**config.mk**
```make
export PLATFORM = sky130hd
export DESIGN_NAME = mem_stage_sramlike
export DESIGN_NICKNAME = d
export VERILOG_FILES = /design/src/rtl/mem_stage_sramlike.sv
export SDC_FILE = /design/constraint.sdc
export NUM_CORES = 1
export LEC_CHECK = 0
export BUFFER_PORTS_ARGS = -buffer_cell sky130_fd_sc_hd__buf_2
export CORE_AREA = 2 2 149 151
export CTS_CLUSTER_DIAMETER = 50
export DETAILED_ROUTE_END_ITERATION = 7
export DIE_AREA = 0 0 151 153
export GPL_TIMING_DRIVEN = 0
export PLACE_DENSITY = 0.72
export SLEW_MARGIN = 20
export SYNTH_ARGS = -nofsm -noshare
export SYNTH_HDL_FRONTEND = slang
export SYNTH_SLANG_ARGS = --single-unit
```
**constraint.sdc**
```tcl
create_clock -name clk -period 6 [get_ports clk]
set_input_delay 1.5 -clock clk [delete_from_list [all_inputs] [get_ports clk]]
set_output_delay 1.5 -clock clk [all_outputs]
set_load 0.02 [all_outputs]
```
**src/rtl/mem_stage_sramlike.sv**
```systemverilog
// Memory pipeline stage for an SRAM-like data port: holds one entry, waits for
// the load response, forwards or latches it, and formats load data for WB.
module mem_stage_sramlike #(
  parameter int unsigned XLEN        = 32,
  parameter int unsigned META_W      = 136,
  parameter int unsigned MAX_DISCARD = 2
) (
  input  logic                     clk,
  input  logic                     reset,
  input  logic                     es_to_ms_valid,
  input  logic [META_W+XLEN+5:0]   es_to_ms_bus,
  output logic                     ms_allowin,
  input  logic                     ws_allowin,
  output logic                     ms_to_ws_valid,
  output logic [META_W+XLEN:0]     ms_to_ws_bus,
  input  logic                     data_sram_data_ok,
  input  logic [XLEN-1:0]          data_sram_rdata,
  input  logic                     flush,
  output logic                     ms_ex,
  output logic                     out_ms_valid
);

  localparam int unsigned OFF_W = $clog2(XLEN / 8);
  localparam int unsigned CNT_W = (MAX_DISCARD < 2) ? 1 : $clog2(MAX_DISCARD + 1);
  localparam int unsigned BUS_W = META_W + XLEN + 6;

  typedef enum logic [1:0] {
    ST_EMPTY = 2'd0,
    ST_WAIT  = 2'd1,
    ST_HOLD  = 2'd2
  } state_t;

  state_t             state_q;
  state_t             state_nxt;
  logic [CNT_W-1:0]   cnt_q;
  logic [CNT_W-1:0]   cnt_nxt;
  logic [XLEN-1:0]    data_q;

  // Captured entry payload (not reset; only meaningful while valid)
  logic [META_W-1:0]  meta_q;
  logic               ex_q;
  logic [1:0]         ld_size_q;
  logic               ld_unsigned_q;
  logic               res_from_mem_q;
  logic [XLEN-1:0]    result_q;

  // Incoming entry fields
  logic [META_W-1:0]  in_meta;
  logic               in_ex;
  logic               in_wait_data;
  logic [1:0]         in_ld_size;
  logic               in_ld_unsigned;
  logic               in_res_from_mem;
  logic [XLEN-1:0]    in_result;

  logic               valid;
  logic               live_ok;
  logic               drop_ok;
  logic               ready_go;
  logic               capture;

  logic [XLEN-1:0]    load_raw;
  logic [XLEN-1:0]    load_shifted;
  logic [XLEN-1:0]    load_mask;
  logic               load_sign;
  logic [XLEN-1:0]    load_ext;
  logic [XLEN-1:0]    final_result;

  assign in_result       = es_to_ms_bus[XLEN-1:0];
  assign in_res_from_mem = es_to_ms_bus[XLEN];
  assign in_ld_unsigned  = es_to_ms_bus[XLEN+1];
  assign in_ld_size      = es_to_ms_bus[XLEN+3:XLEN+2];
  assign in_wait_data    = es_to_ms_bus[XLEN+4];
  assign in_ex           = es_to_ms_bus[XLEN+5];
  assign in_meta         = es_to_ms_bus[BUS_W-1:XLEN+6];

  // Handshake: responses are stale while the discard counter is non-zero
  assign valid          = (state_q != ST_EMPTY);
  assign live_ok        = data_sram_data_ok && (cnt_q == '0);
  assign drop_ok        = data_sram_data_ok && (cnt_q != '0);
  assign ready_go       = (state_q == ST_HOLD) || ((state_q == ST_WAIT) && live_ok);
  assign ms_allowin     = !valid || (ready_go && ws_allowin);
  assign capture        = es_to_ms_valid && ms_allowin;
  assign ms_to_ws_valid = valid && ready_go;
  assign out_ms_valid   = valid;
  assign ms_ex          = valid && ex_q;

  // Load formatting: lane select, size mask, sign/zero extension
  assign load_raw     = (state_q == ST_WAIT) ? data_sram_rdata : data_q;
  assign load_shifted = load_raw >> {result_q[OFF_W-1:0], 3'b000};

  always_comb begin
    load_mask = '1;
    load_sign = load_shifted[XLEN-1];
    case (ld_size_q)
      2'd0: begin
        load_mask = XLEN'(8'hFF);
        load_sign = load_shifted[7];
      end
      2'd1: begin
        load_mask = XLEN'(16'hFFFF);
        load_sign = load_shifted[15];
      end
      2'd2: begin
        load_mask = XLEN'(32'hFFFF_FFFF);
        load_sign = load_shifted[31];
      end
      default: begin
        load_mask = '1;
        load_sign = load_shifted[XLEN-1];
      end
    endcase
  end

  assign load_ext     = (load_shifted & load_mask) |
                        (~load_mask & {XLEN{load_sign & ~ld_unsigned_q}});
  assign final_result = res_from_mem_q ? load_ext : result_q;
  assign ms_to_ws_bus = {meta_q, ex_q, final_result};

  // Next state and discard counter
  always_comb begin
    state_nxt = state_q;
    cnt_nxt   = cnt_q;
    if (drop_ok) begin
      cnt_nxt = cnt_q - CNT_W'(1);
    end
    if (flush && (state_q == ST_WAIT) && !live_ok && (cnt_nxt != CNT_W'(MAX_DISCARD))) begin
      cnt_nxt = cnt_nxt + CNT_W'(1);
    end
    if (flush) begin
      state_nxt = ST_EMPTY;
    end else if (capture) begin
      state_nxt = (in_wait_data && !in_ex) ? ST_WAIT : ST_HOLD;
    end else if (ready_go && ws_allowin) begin
      state_nxt = ST_EMPTY;
    end else if ((state_q == ST_WAIT) && live_ok) begin
      state_nxt = ST_HOLD;
    end
  end

  // State, counter and response data registers
  always_ff @(posedge clk) begin
    if (reset) begin
      state_q <= ST_EMPTY;
      cnt_q   <= '0;
      data_q  <= '0;
    end else begin
      state_q <= state_nxt;
      cnt_q   <= cnt_nxt;
      if ((state_q == ST_WAIT) && live_ok) begin
        data_q <= data_sram_rdata;
      end
    end
  end

  // Entry payload capture
  always_ff @(posedge clk) begin
    if (capture) begin
      meta_q         <= in_meta;
      ex_q           <= in_ex;
      ld_size_q      <= in_ld_size;
      ld_unsigned_q  <= in_ld_unsigned;
      res_from_mem_q <= in_res_from_mem;
      result_q       <= in_result;
    end
  end

endmodule

```
==> metrics.yaml <==
cts:
  clkTransAtPathRegs_ns: 0.05
  numCtsBuffers: 27
  cts_setup_buffers: 0
  cts_tree: "done"
  cts-resized-gates: 0
  clock_path_buffers: 3
  root_buffer: "clkbuf_16"
  clk_latency_ns: 0.53
  clock_sinks: 209
  postCtsHoldBufs: 0
  cts.htree.levels: 1
synthesis:
  synth.avg_cell_area_um2: 14.76
  ys.flop_type: "edfxtp_1"
  ys_ff_latch: 209
  ys_types: 42
  syn_area_mm2: 0.007909
  syn_nets: 750
  synthTopCellsByArea: "edfxtp_1 (66%), dfxtp_1 (9.1%), mux2i_1 (5.1%)"
  ys_warn_count: 0
  synth-edff-count: 173
  synth_top_area_share_pct: 65.69
  async_flop_share_pct: 0
  yosysTopAreaCell: "edfxtp_1"
  yosysSeqAreaShare_pct: 74.80
  syn_inst: 536
sta:
  finalSetupViolations: 0
  maxSlewHeadroom_pct: 51.68
  skew_ns: 0.02001
  final-max-slew-violation-count: 0
  finalHoldViolations: 0
  finalWorstSetupSlack_ns: 1.335
  period_share_pct: 77.74
  max_freq_mhz: 214.4
  fin_tns_setup_ns: 0
  rsz0062_at_grt: "false"
  worst_pin_slew_ns: 0.7200
  fin_crit_ns: 4.665
grt:
  busiest_layer: "met2"
  antenna_found_initial: 16
  globalRouteOverflowTotal: 0
  grt_pass1_vias: 5822
  grt_max_degree: 55
  met3_usage_pct: 9.075
  met1_usage_pct: 22.88
  grt_pass1_wl_mm: 35.74
  use_met2_pct: 36.26
  gr-usage-all-layers_pct: 21.01
worst_setup_path:
  crit_buf_inv: 3
  r2r_cells: 7
  critPathMaxStageDelay_ns: 0.52
  reg2reg_to: "meta_q[15]"
  cp.required_ns: 4.50
  worstPathCellList: "buf_2 -> mux4_2 -> o311a_1 -> o211ai_2 -> buf_6 -> o221ai_1 -> buf_2"
  regToRegSetupSlack_ns: 3.50
  crit_top_cell: "buf_2"
  worstReg2RegStart: "cnt_q[0]"
  cp.arrival_ns: 3.16
  worst_setup_path_end_kind: "primary output"
  crit_fanout: 10
  cp_slowest_cell: "mux4_2"
  start_kind: "input pin"
  path_delay_family: "compound AO/OA/AOI/OAI gates"
  path_class: "in2out"
worst_hold_path:
  worstHoldPathType: "reg2reg"
  whs_path_depth: 2
  min-delay-start: "data_q[22]"
  holdPathEnd: "data_q[22]"
final_layout:
  multiInputGateArea_mm2: 0.001752
  area_growth_pct: 41.04
  nFillCells: 1902
  drive_above_1_share_pct: 46.76
  fin_nets: 1165
  seqCellArea_mm2: 0.005916
  fin_area_mm2: 0.01115
job:
  cap_violations: 0
drt:
  vias: 5981
  drc: 0
  first_pass_iters: 5
  drt-total-wl_mm: 25.04
  routed_via_density: 4.754
  drt-initial-drc-count: 301
  detail-route-antenna-nets: 0
  drt-wirelength-per-cell_um: 19.90
pwr:
  p_leak_uw: 0.004635
  vdd_ir_drop_max_mv: 0.2948
  power_uw: 3666
  powerDensity_mw_per_mm2: 328.6
place:
  placed_area_mm2: 0.01026
  dp_hpwl_mm: 19.86
  place_worst_setup_slack_ns: 1.335
  gp_congestion: 0.8146
  io_buffers: 383
die:
  initial_core_util_pct: 36.81
  core.rowCount: 54
  core_mm2: 0.02149
  dieArea_mm2: 0.02310
  dieWidth_um: 151
  die_y_um: 153
  boundaryPins: 385
outcome:
  status: "complete, no violations"
[cells in the mapped netlist (all sizes together), types with 4 or more instances]
master and number:
nand2b 4, nand2 78, mux2i 40, buf 13, clkbuf 18, nand3b 5, o221ai 15, nor2b 10
inv 20, o22ai 8, edfxtp 173, nor2 27, nand3 4, dfxtp 36, a21oi 49, mux4 6
[power breakdown]
part / leakage, µW / internal, µW / switching (µW)
Combinational: 0.00223 / 149 / 260
Clock: 0.000426 / 927 / 646
Sequential: 0.00198 / 1660 / 20.1
[worst max path at each step]
stage,start,endpoint,slack [ns],cells after the start
2_1_floorplan,ws_allowin,state_q[0],1.48,5
3_3_place_gp,data_sram_data_ok,state_q[0],0.07,6
3_5_place_dp,data_sram_rdata[15],ms_to_ws_bus[13],1.33,7
4_1_cts,data_sram_rdata[15],ms_to_ws_bus[13],1.32,7
5_1_grt,data_sram_rdata[15],ms_to_ws_bus[11],1.23,7
6_report,data_sram_rdata[15],ms_to_ws_bus[30],1.34,7
[layer usage]
metal	part of all wire (%)	vias up
met1	33	2767
li1	-	2828
met4	3.3	20
met3	12	67
met5	0.54	-
met2	51	299
[cell families after synthesis]
family	count (synthesis)	synth area share (%)
flops	209	74.80
simple gates	137	7.641
compound gates	88	6.961
buf+inv	51	3.148
mux	47	6.913
xor+xnor	2	0.2215
fa+ha+maj	2	0.3164
[metrics by stage]
stage	util (%)	instances	hold WS, ns
2_1_floorplan	-	536	0.4318
3_3_place_gp	47.37	1199	0.4405
3_5_place_dp	47.75	1202	0.4443
4_1_cts	51.83	1251	0.4523
5_1_grt	51.85	1252	0.4684
6_report	51.92	1258	0.4520
[layout make-up]
type                       count  share of cell area [%]
sequential                   209                   53.03
timing repair buffer         386                   17.86
multi-input combinational    276                   15.70
clock buffer                  29                   6.125
tap                          280                   3.141
clock inverter                20                   1.750
buffer                        31                   1.559
inverter                      20                  0.6730
antenna                        7                  0.1570
[flip-flops by register name, indices dropped and copies added, names as in the netlist]
| signal | count |
|---|---|
| ex_q | 1 |
| res_from_mem_q | 1 |
| ld_unsigned_q | 1 |
| result_q | 32 |
| ld_size_q | 2 |
| meta_q | 136 |
| cnt_q | 2 |
| data_q | 32 |
| state_q | 2 |
[cell usage in the layout (no fill, tap or decap), types with 5 or more instances in the layout]
cell / netlist / layout
nand2_1: 78 / 78
a21oi_1: 49 / 49
diode_2: 0 / 7
buf_2: 5 / 388
o22ai_1: 8 / 8
edfxtp_1: 173 / 173
dfxtp_1: 36 / 36
o221ai_1: 15 / 15
nor2b_1: 9 / 9
mux2i_1: 40 / 40
clkbuf_16: 0 / 27
nor2_1: 27 / 27
inv_6: 0 / 7
nand3b_1: 5 / 5
inv_1: 20 / 20
clkbuf_1: 17 / 19
mux4_2: 6 / 6
[worst register-to-register path, stage by stage (launching register included)]
cell     delay [ns]
dfxtp_1        0.29
inv_1          0.08
ha_1           0.23
nand3_1        0.09
a21oi_1        0.23
o21a_4         0.56
buf_12         0.36
buf_16         0.28
Power figures use the tool's default switching activity.
